--- config.mk ---
export PLATFORM = sky130hd
export DESIGN_NAME = mul_result_acc
export DESIGN_NICKNAME = d
export VERILOG_FILES = /design/src/rtl/mul_result_acc.sv
export SDC_FILE = /design/constraint.sdc
export NUM_CORES = 1
export LEC_CHECK = 0
export BUFFER_PORTS_ARGS = -buffer_cell sky130_fd_sc_hd__buf_2
export CAP_MARGIN = 10
export CORE_MARGIN = 10
export CORE_UTILIZATION = 39
export DETAILED_ROUTE_END_ITERATION = 7
export SKIP_LAST_GASP = 1
export SYNTH_ARGS = -nofsm -noshare
export SYNTH_HDL_FRONTEND = slang
export SYNTH_SLANG_ARGS = --single-unit
--- constraint.sdc ---
create_clock -name clk -period 2.9 [get_ports clk]
set_input_delay 0.29 -clock clk [delete_from_list [all_inputs] [get_ports clk]]
set_output_delay 0.29 -clock clk [all_outputs]
set_load 0.01 [all_outputs]
--- src/rtl/mul_result_acc.sv ---
// mul_result_acc: accumulates every LEN products from the shift-add multiplier
// into one sum, then buffers completed sums in a DEPTH-entry FIFO that is read
// through a valid/ready interface. The input side never stalls. If a sum
// completes while the FIFO is full and nothing is popped, that sum is dropped
// and drop_err is set.
//
// Optional feature: define MRA_DROP_CNT_EN to add drop_cnt[7:0], a saturating
// count of dropped sums.
//
// Ports:
//   clk, rst_n      clock, asynchronous active-low reset
//   clr             synchronous clear; it has priority over mul_done and pop
//   mul_result/done product input; one product per cycle with mul_done high
//   out_data/vld    head of the FIFO; out_vld means the FIFO is non-empty
//   out_rdy         consumer accept; a pop happens on out_vld & out_rdy
//   fifo_full       the FIFO holds DEPTH entries
//   drop_err        sticky flag: a completed sum was discarded
//   prod_cnt        number of products in the current partial sum
//   drop_cnt        (optional) saturating count of discarded sums
module mul_result_acc #(
  parameter int unsigned RW    = 8,
  parameter int unsigned LEN   = 4,
  parameter int unsigned AW    = 10,
  parameter int unsigned DEPTH = 4
) (
  input  logic                  clk,
  input  logic                  rst_n,
  input  logic                  clr,
  input  logic [RW-1:0]         mul_result,
  input  logic                  mul_done,
  output logic [AW-1:0]         out_data,
  output logic                  out_vld,
  input  logic                  out_rdy,
  output logic                  fifo_full,
  output logic                  drop_err,
  output logic [$clog2(LEN):0]  prod_cnt
`ifdef MRA_DROP_CNT_EN
  ,
  output logic [7:0]            drop_cnt
`endif
);

  localparam int unsigned CW = $clog2(LEN) + 1;
  localparam int unsigned IW = $clog2(DEPTH);
  localparam int unsigned PW = IW + 1;

  logic [AW-1:0] acc_q, acc_d;
  logic [CW-1:0] cnt_q, cnt_d;
  logic [PW-1:0] wr_q, wr_d;
  logic [PW-1:0] rd_q, rd_d;
  logic          vld_q, vld_d;
  logic          full_q, full_d;
  logic          drop_q, drop_d;
  logic [AW-1:0] mem_q [DEPTH];
  logic [7:0]    dcnt_q, dcnt_d;

  logic          pop_c;
  logic          last_c;
  logic          push_c;
  logic [AW-1:0] sum_c;

  // Next-state logic: clear, then pop, then accumulate or complete a sum
  always_comb begin
    acc_d  = acc_q;
    cnt_d  = cnt_q;
    wr_d   = wr_q;
    rd_d   = rd_q;
    drop_d = drop_q;
    dcnt_d = dcnt_q;
    push_c = 1'b0;
    pop_c  = vld_q & out_rdy;
    last_c = (cnt_q == CW'(LEN - 1));
    sum_c  = acc_q + AW'(mul_result);

    if (clr) begin
      acc_d  = '0;
      cnt_d  = '0;
      wr_d   = '0;
      rd_d   = '0;
      drop_d = 1'b0;
      dcnt_d = '0;
    end else begin
      if (pop_c) begin
        rd_d = rd_q + PW'(1);
      end
      if (mul_done) begin
        if (last_c) begin
          acc_d = '0;
          cnt_d = '0;
          // A pop in the same cycle frees a slot, so a full FIFO can still accept the push
          if (!full_q || pop_c) begin
            push_c = 1'b1;
            wr_d   = wr_q + PW'(1);
          end else begin
            drop_d = 1'b1;
            if (dcnt_q != 8'hFF) begin
              dcnt_d = dcnt_q + 8'd1;
            end
          end
        end else begin
          acc_d = sum_c;
          cnt_d = cnt_q + CW'(1);
        end
      end
    end

    // The extra pointer MSB distinguishes full from empty
    vld_d  = (wr_d != rd_d);
    full_d = ((wr_d ^ rd_d) == PW'(DEPTH));
  end

  // Control state registers
  always_ff @(posedge clk or negedge rst_n) begin
    if (!rst_n) begin
      acc_q  <= '0;
      cnt_q  <= '0;
      wr_q   <= '0;
      rd_q   <= '0;
      vld_q  <= 1'b0;
      full_q <= 1'b0;
      drop_q <= 1'b0;
      dcnt_q <= '0;
    end else begin
      acc_q  <= acc_d;
      cnt_q  <= cnt_d;
      wr_q   <= wr_d;
      rd_q   <= rd_d;
      vld_q  <= vld_d;
      full_q <= full_d;
      drop_q <= drop_d;
      dcnt_q <= dcnt_d;
    end
  end

  // FIFO storage, reset so that out_data reads 0 after reset
  always_ff @(posedge clk or negedge rst_n) begin
    if (!rst_n) begin
      for (int i = 0; i < int'(DEPTH); i++) begin
        mem_q[i] <= '0;
      end
    end else if (push_c) begin
      mem_q[wr_q[IW-1:0]] <= sum_c;
    end
  end

  assign out_data  = mem_q[rd_q[IW-1:0]];
  assign out_vld   = vld_q;
  assign fifo_full = full_q;
  assign drop_err  = drop_q;
  assign prod_cnt  = cnt_q;

`ifdef MRA_DROP_CNT_EN
  assign drop_cnt = dcnt_q;
`else
  logic unused_dcnt;
  assign unused_dcnt = ^dcnt_q;
`endif

endmodule

# Word-level counts from Yosys, hierarchy flattened

Index checks and enable logic that the tools add are counted.
Widths: inputs -> output; s select.

Output and inout bits: 16
Bits of input ports: 13
Register bits after elaboration: 62
Word-level logic and storage cells: 58

Bitwise gates (word level): 4
Reductions and logical operators: 6
Add/sub/neg operators: 4
Equal/unequal tests: 4
Magnitude comparators: 3
Muxes and demuxes: 26

Operator list:

| kind                | number |
|---|---|
| $mux 10             | 6 |
| $bwmux 40           | 1 |
| $mux 3              | 9 |
| $bmux 10 s2         | 1 |
| $demux 10 s2        | 1 |
| $add 10x8->10       | 1 |
| $add 3x1->3 const B | 3 |
| $mux 1              | 8 |
| $ge 3x3->1 const B  | 2 |
| $not 2->3           | 2 |
| $reduce_bool 2->1   | 2 |
| $eq 3x2->1 const B  | 1 |
| $eq 3x3->1 const B  | 1 |
| $lt 3x1->1 const B  | 1 |
| $ne 3x3->1          | 1 |
| $reduce_and 3->1    | 1 |
| $xor 3x3->3         | 1 |
| $ne 2x2->1 const B  | 1 |
| $and 1x1->1         | 1 |
| $logic_and 1x1->1   | 1 |
| $logic_not 1->1     | 1 |
| $logic_or 1x1->1    | 1 |

# Logic depth before layout (Yosys ltp)

Gate-level depths: netlist of run 1.

Word-level depth: 8
Mapped depth: 7
Gate-level depth less buffers: 7

# Worst setup path before layout of run 1

OpenSTA, ideal clock, no wires.

Path kind: register -> register
From: reg acc_q[0]
To: reg mem_q[16] (netlist name)
Buffers on the path: 0
Required time: 2.775 ns
Cell stages (with the launch flop): 8
Data arrival time: 1.919 ns
Clock period less this slack: 2.044 ns
Library setup time: 0.125 ns
Slack: 0.856 ns
Path through: dfrtp_1 -> ha_1 -> fa_1 -> a211oi_1 -> o21bai_1 -> a21oi_1 -> xnor2_1 -> mux2_2

Longest elaborated chain between the ends: 2

Ends and longest elaborated chain:

| item                            | line | source |
|---|---|---|
| from (decl)                     | 47   | `logic [AW-1:0] acc_q, acc_d;` |
| from (signal assigned)          | 115  | `acc_q <= '0;` |
| from (signal assigned)          | 124  | `acc_q <= acc_d;` |
| $add 10x8->10                   | 73   | `sum_c = acc_q + AW'(mul_result);` |
| $bwmux 40                       | 142  | `mem_q[wr_q[IW-1:0]] <= sum_c;` |
| to (signal, indexed assignment) | 142  |  |
| to (decl)                       | 54   | `logic [AW-1:0] mem_q [DEPTH];` |

Every way passes these cells.
A chain may end at the register's enable or synchronous reset.

# Worst setup path after layout of run 1

From: reg rd_q[0]
To: out out_data[6]

Longest elaborated chain between the ends: 4

Ends and longest elaborated chain:

| item                                       | line | source |
|---|---|---|
| from (decl)                                | 50   | `logic [PW-1:0] rd_q, rd_d;` |
| from (signal assigned)                     | 127  | `rd_q <= rd_d;` |
| $not 2->3 (implied by the code)            | 146  | `assign out_data = mem_q[rd_q[IW-1:0]];` |
| $bmux 10 s2                                | 146  |  |
| $mux 10 (implied by the code) (2 in a row) | 146  |  |
| to (decl)                                  | 31   | `output logic [AW-1:0] out_data,` |

Every way passes these cells. The select of a mux whose other input is x is not followed.

==> results.py, run 1 <==
metrics = {
    "run_status": {
        "status": "finished clean",
    },
    "clock_network": {
        "cts_resized": 0,
        "clock_latency_ps": 330,
        "root_buffer": "clkbuf_8",
        "post-cts-setup-buffers": 0,
        "cts_tree": "built",
        "h-tree-depth": 3,
        "clockBufferDepth": 2,
        "cts_made_buffers": 9,
        "clk_pin_slew_worst_paths_ps": 70,
        "clock_sinks": 62,
        "cts_hold_buf": 1,
    },
    "synthesis": {
        "yosys-top-cells-count": "dfrtp_1, mux2_2, ha_1",
        "synth_top_family_by_area": "multiplexers",
        "synth.area.top_cells": "dfrtp_1, mux2_2, mux4_2, ha_1, a22o_1",
        "syn_nets": 266,
        "synthXorXnorAreaFrac_pct": 3.59,
        "synth_adder_area_share_pct": 6.15,
        "synthMostInstantiatedCell": "dfrtp_1",
        "async_flop_share_pct": 100,
        "synth-simple-area-share_pct": 5.91,
        "ys.flop_type": "dfrtp_1",
        "syn_avg_cell_area_sq_um": 13.3,
        "synth-compound-area-share_pct": 9.85,
        "synth_cells": 238,
        "ys_types": 43,
        "syn_area_sq_mm": 0.00318,
        "ys_seq_area_share_pct": 48.9,
        "ys_ff_latch": 62,
        "synth_top_area_share_pct": 48.9,
        "synth_edf_count": 0,
        "yosysTopAreaCell": "dfrtp_1",
        "ys_warn_count": 0,
        "synthMuxAreaShare_pct": 23.2,
    },
    "global_routing": {
        "antenna_found_initial": 0,
        "grt_pass1_wl_um": 11100,
        "grt.overflow.total": 0,
        "grt_start_max_net_pins": 23,
        "grt_pass1_vias": 2133,
        "track_usage_pct": 12.0,
    },
    "die": {
        "die_w_um": 110,
        "io-pin-count": 29,
        "core_area_sq_mm": 0.00781,
        "die_y_um": 110,
        "die_area_sq_mm": 0.0122,
        "row_count": 32,
        "initial_utilization_pct": 40.7,
    },
    "power_and_ir_drop": {
        "ir_drop_mv": 0.317,
        "p_leak_nw": 1.83,
        "total_power_w": 0.00228,
        "p_per_area_mw_per_mm2": 619,
    },
    "timing": {
        "tightest_slew_ps": 812,
        "setup_viol": 0,
        "fmax_mhz": 441,
        "finalClockSkew_ps": 7.66,
        "hold_viol": 0,
        "period_minus_slack_ps": 2270,
        "slew_violations": 0,
        "slew_headroom_pct": 45.6,
        "period_share_pct": 78.3,
        "rsz0062_at_grt": "no",
        "fin_setup_tns_ps": 0,
    },
    "drt": {
        "vias_per_cell": 5.29,
        "dr_total_vias": 2016,
        "wire_per_inst_um": 17.4,
        "wl_um": 6610,
        "drc": 0,
        "first_pass_iters": 4,
        "first_iter_violations": 40,
        "antenna_left": 0,
    },
    "cells_and_area": {
        "antenna_cells": 0,
        "nFillCells": 716,
        "areaGrowthSynthToFinish_pct": 16.2,
        "multi_input_area_sq_mm": 0.00155,
        "final_layout_size_suffix_gt1_share_pct": 36.9,
        "nets": 302,
        "regArea_sq_mm": 0.00155,
    },
    "setup_path": {
        "startpoint": "rd_q[0]",
        "cp.required_ps": 2610,
        "worstReg2RegStart": "acc_q[0]",
        "end_kind": "output pin",
        "arrival_ps": 1980,
        "cp_max_fo": 9,
        "worstSetupStartpointType": "register",
        "path_class": "register to output pin",
    },
    "job": {
        "cap_violations": 0,
    },
    "placed_design": {
        "place_congestion": 0.781,
        "port_buffers": 28,
        "place_hpwl_um": 4820,
    },
    "worst_hold_path": {
        "min_path_type": "input pin to register",
        "hold_start": "mul_done",
    },
}
-- kinds of logic after synthesis --
| group | Yosys count |
|---|---|
| adder cells (fa/ha/maj) | 15 |
| flip-flops | 62 |
| multiplexers | 56 |
| AO/OA/AOI/OAI | 40 |
| buffers and inverters | 16 |
| XOR/XNOR | 13 |
| AND/OR/NAND/NOR | 36 |
-- sequential cells by signal, indices dropped and copies added, names as in the netlist --
name	cells
fifo_full	1
drop_err	1
mem_q	40
wr_q	3
out_vld	1
rd_q	3
prod_cnt	3
acc_q	10
-- cell type report --
| class | count | area share, % |
|---|---|---|
| well taps | 102 | 3.46 |
| clock buffers | 11 | 3.83 |
| repair buffers | 34 | 5.09 |
| clock inverters | 5 | 2.88 |
| multi-input cells | 160 | 42.0 |
| inverters | 7 | 0.712 |
| flip-flops and latches | 62 | 42.1 |
-- worst max-delay path, stage by stage, from the launching register on --
cell	delay [ps]
dfrtp_1	700
buf_4	270
mux4_2	520
buf_2	160
-- cells in the final DEF (no fill, tap or decap), types with 3 or more instances in the layout --
master | Yosys | final
a211oi_1 | 3 | 3
a21o_1 | 3 | 3
a21oi_1 | 8 | 8
a22o_1 | 8 | 8
and2_1 | 4 | 4
buf_2 | 1 | 28
buf_4 | 4 | 5
bufinv_16 | 0 | 3
clkbuf_8 | 0 | 10
dfrtp_1 | 62 | 62
ha_1 | 14 | 14
inv_1 | 7 | 7
mux2_2 | 42 | 42
mux2i_1 | 4 | 4
mux4_2 | 10 | 10
nand2_1 | 6 | 6
nand2b_1 | 3 | 3
nand3_1 | 3 | 3
nor2_1 | 7 | 7
nor2b_1 | 3 | 3
nor3_1 | 4 | 4
o21ai_0 | 3 | 3
xnor2_1 | 7 | 7
xor2_1 | 6 | 6
-- metrics by stage --
step | hold slack (ps) | cells | worst slack, ps | instance area [sq um] | utilization, %
4_1_cts | 187 | 381 | 583 | 3690 | 47.2
2_1_floorplan | -5.59 | 238 | 856 | 3180 | -
3_5_place_dp | 295 | 364 | 647 | 3430 | 43.9
5_1_grt | 203 | 381 | 482 | 3690 | 47.2
6_report | 210 | 381 | 630 | 3690 | 47.2
3_3_place_gp | 287 | 364 | 635 | 3430 | 43.9
-- metal layers --
| layer | vias to the layer above | track usage (%) | wire [um] |
|---|---|---|---|
| met3 | 5 | 4.18 | 327 |
| met1 | 1016 | 15.3 | 3090 |
| met2 | 38 | 18.8 | 3130 |
| met5 | - | 0 | 0 |
| li1 | 957 | - | - |
| met4 | 0 | 3.30 | 61 |
-- power by group --
part	leakage (nW)	switching (W)	internal, W
clock network	0.120	0.000338	0.000596
registers	0.855	0.0000314	0.000915
logic	0.859	0.000225	0.000175
total	1.83	0.000595	0.00169
-- final timing paths --
check	endpoint	slack (ps)	depth (start not counted)
min in group asynchronous	acc_q[3]	460	2
max in group asynchronous	mem_q[26]	1750	3
max reg2reg	mem_q[26]	630	7
min reg2reg	drop_err	500	2
max	out_data[6]	630	3
min	prod_cnt[2]	210	2
No activity file was read; power rests on OpenSTA's default activity.
==> inputs of run 2 (changes only) <==
==> constraint.sdc (replaced) <==
create_clock -name clk -period 2.1 [get_ports clk]
set_input_delay 0.21 -clock clk [delete_from_list [all_inputs] [get_ports clk]]
set_output_delay 0.21 -clock clk [all_outputs]
set_load 0.01 [all_outputs]
==> run 2 against run 1 <==
Net effect: die area unchanged; final cell count increased by 3.9%; final area rose by 6.0%; register-to-register slack worse by 570 ps; first-iteration DRC count is 10% lower; sequential power up 38%; count of clock-buffer cells in the layout fell by 2; flip-flop and latch count did not move; setup slack got worse by 570 ps; via count up 2.1%; critical path type is now register to register; clock power grew 24%.
==> results.py, run 2 (synthesis gave the netlist of run 1 again) <==
metrics = {
    "job": {
        "cap_violations": 0,
    },
    "clock_network": {
        "cts_tree": "built",
        "cts_made_buffers": 9,
        "clock_latency_ps": 340,
        "clockBufferDepth": 2,
        "clk_pin_slew_worst_paths_ps": 80,
        "h-tree-depth": 3,
        "clock_sinks": 62,
        "root_buffer": "clkbuf_8",
    },
    "power_and_ir_drop": {
        "p_per_area_mw_per_mm2": 793,
        "power_switching_w": 0.000865,
        "p_seq_share_pct": 42.1,
        "p_clk_share_pct": 37.5,
        "combPwrFrac_pct": 20.4,
        "swShare_pct": 27.9,
        "p_leak_nw": 1.93,
        "ir_drop_mv": 0.398,
        "p_int_w": 0.00224,
    },
    "cells_and_area": {
        "nFillCells": 712,
        "final_layout_size_suffix_gt1_share_pct": 44.9,
        "antenna_cells": 0,
        "largest_reg_flops": 40,
        "reg_top3": "mem_q: 40 flops, acc_q: 10 flops",
        "final_cells": 396,
        "fin_util_pct": 50.1,
        "final_cell_mix": "dfrtp_1, mux2_2, buf_2, buf_4, ha_1",
        "areaGrowthSynthToFinish_pct": 23.1,
        "nets": 317,
        "regArea_sq_mm": 0.00155,
        "fin_area_sq_mm": 0.00391,
        "final_common_cell": "dfrtp_1",
        "regMostFlops": "mem_q",
        "multi_input_area_sq_mm": 0.00162,
    },
    "die": {
        "die_area_sq_mm": 0.0122,
        "die_w_um": 110,
        "die_y_um": 110,
        "io-pin-count": 29,
        "core_area_sq_mm": 0.00781,
        "initial_utilization_pct": 40.7,
        "row_count": 32,
    },
    "drt": {
        "first_iter_violations": 36,
        "first_pass_iters": 4,
        "drc": 0,
        "vias_per_cell": 5.20,
        "wire_per_inst_um": 16.4,
        "antenna_left": 0,
        "dr_total_vias": 2058,
        "wl_um": 6510,
    },
    "placed_design": {
        "place_hpwl_um": 4710,
        "port_buffers": 28,
        "place_ws_ps": -64.1,
        "place_congestion": 0.789,
        "placed_cell_area_sq_mm": 0.00360,
        "dp.cells": 378,
    },
    "setup_path": {
        "cp_max_fo": 4,
        "arrival_ps": 2250,
        "cp.required_ps": 2320,
        "startpoint": "acc_q[1]",
        "end_kind": "register",
        "path_class": "register to register",
        "worstReg2RegStart": "acc_q[1]",
        "worstSetupStartpointType": "register",
    },
    "timing": {
        "slew_violations": 0,
        "rsz0062_at_grt": "yes",
        "tightest_slew_ps": 508,
        "fmax_mhz": 491,
        "period_minus_slack_ps": 2040,
        "setup_viol": 0,
        "fin_setup_tns_ps": 0,
        "period_share_pct": 97.0,
        "finalWorstSetupSlack_ps": 64.0,
        "hold_viol": 0,
        "finalClockSkew_ps": 11.7,
        "slew_headroom_pct": 66.1,
    },
    "global_routing": {
        "grt.overflow.total": 0,
        "track_usage_pct": 11.6,
        "antenna_found_initial": 0,
        "grt_pass1_vias": 2166,
        "grt_pass1_wl_um": 11000,
        "grt_start_max_net_pins": 43,
    },
    "worst_hold_path": {
        "hold_start": "mul_done",
        "min_path_type": "input pin to register",
    },
    "run_status": {
        "status": "finished clean",
    },
}
## run 2: changes by cell type in the layout (fill, tap and decap cells not counted), sizes merged
cell      before  now
bufinv         3    2
clkbuf        11    9
inv            7    8
buf           33   48
clkinv         1    2
clkinvlp       1    2
## run 2: routing by layer
| metal | up-vias | track usage [%] | part of all wire, % |
|---|---|---|---|
| met5 | - | 0 | 0 |
| met4 | 0 | 4.13 | 0.94 |
| met3 | 6 | 3.54 | 5.0 |
| met2 | 39 | 18.7 | 48 |
| met1 | 1038 | 14.5 | 46 |
| li1 | 975 | - | - |
## run 2: path summary, 6_finish.rpt
check	slack (ps)	end	depth (start not counted)
setup / recovery	60	mem_q[39]	6
hold / removal	130	prod_cnt[2]	2
setup reg to reg	60	mem_q[39]	6
hold reg to reg	500	mem_q[7]	1
max in group asynchronous	1120	mem_q[29]	3
min in group asynchronous	380	acc_q[2]	2
## run 2: critical path, cell delays in order, from the launching register on
cell     delay, ps
dfrtp_2        450
ha_4           220
a211o_1        300
a41o_1         310
a22oi_4        240
xnor2_2        120
mux2_4         270
## run 2: final cells by class
type	count	share of cell area, %
clock buffers	9	3.17
clock inverters	7	2.50
inverters	7	0.672
multi-input cells	160	41.4
flip-flops and latches	62	39.7
well taps	102	3.26
repair buffers	49	9.28
## run 2: timing repair
action,in CTS,in global routing
hold endpoints to repair,20,0
hold buffers,1,0
resized for setup,1,14
gates cloned,0,0
endpoints found under the setup margin,9,19
buffers inserted,0,1
pin swaps,0,7
## run 2: per-stage QoR
step	total power [W]	hold WS [ps]
after floorplan	0.00169	-85.6
after global placement	0.00192	213
after detailed placement	0.00193	214
after CTS	0.00310	124
after global routing	0.00327	152
final	0.00310	135
## run 2: power by group through the flow
stage	registers (W)	logic [W]	clock network [W]
floorplan	0.00132	0.000374	0
global placement	0.00133	0.000591	0
detailed placement	0.00133	0.000598	0
CTS	0.00131	0.000605	0.00119
global route	0.00132	0.000708	0.00125
finish	0.00131	0.000632	0.00116
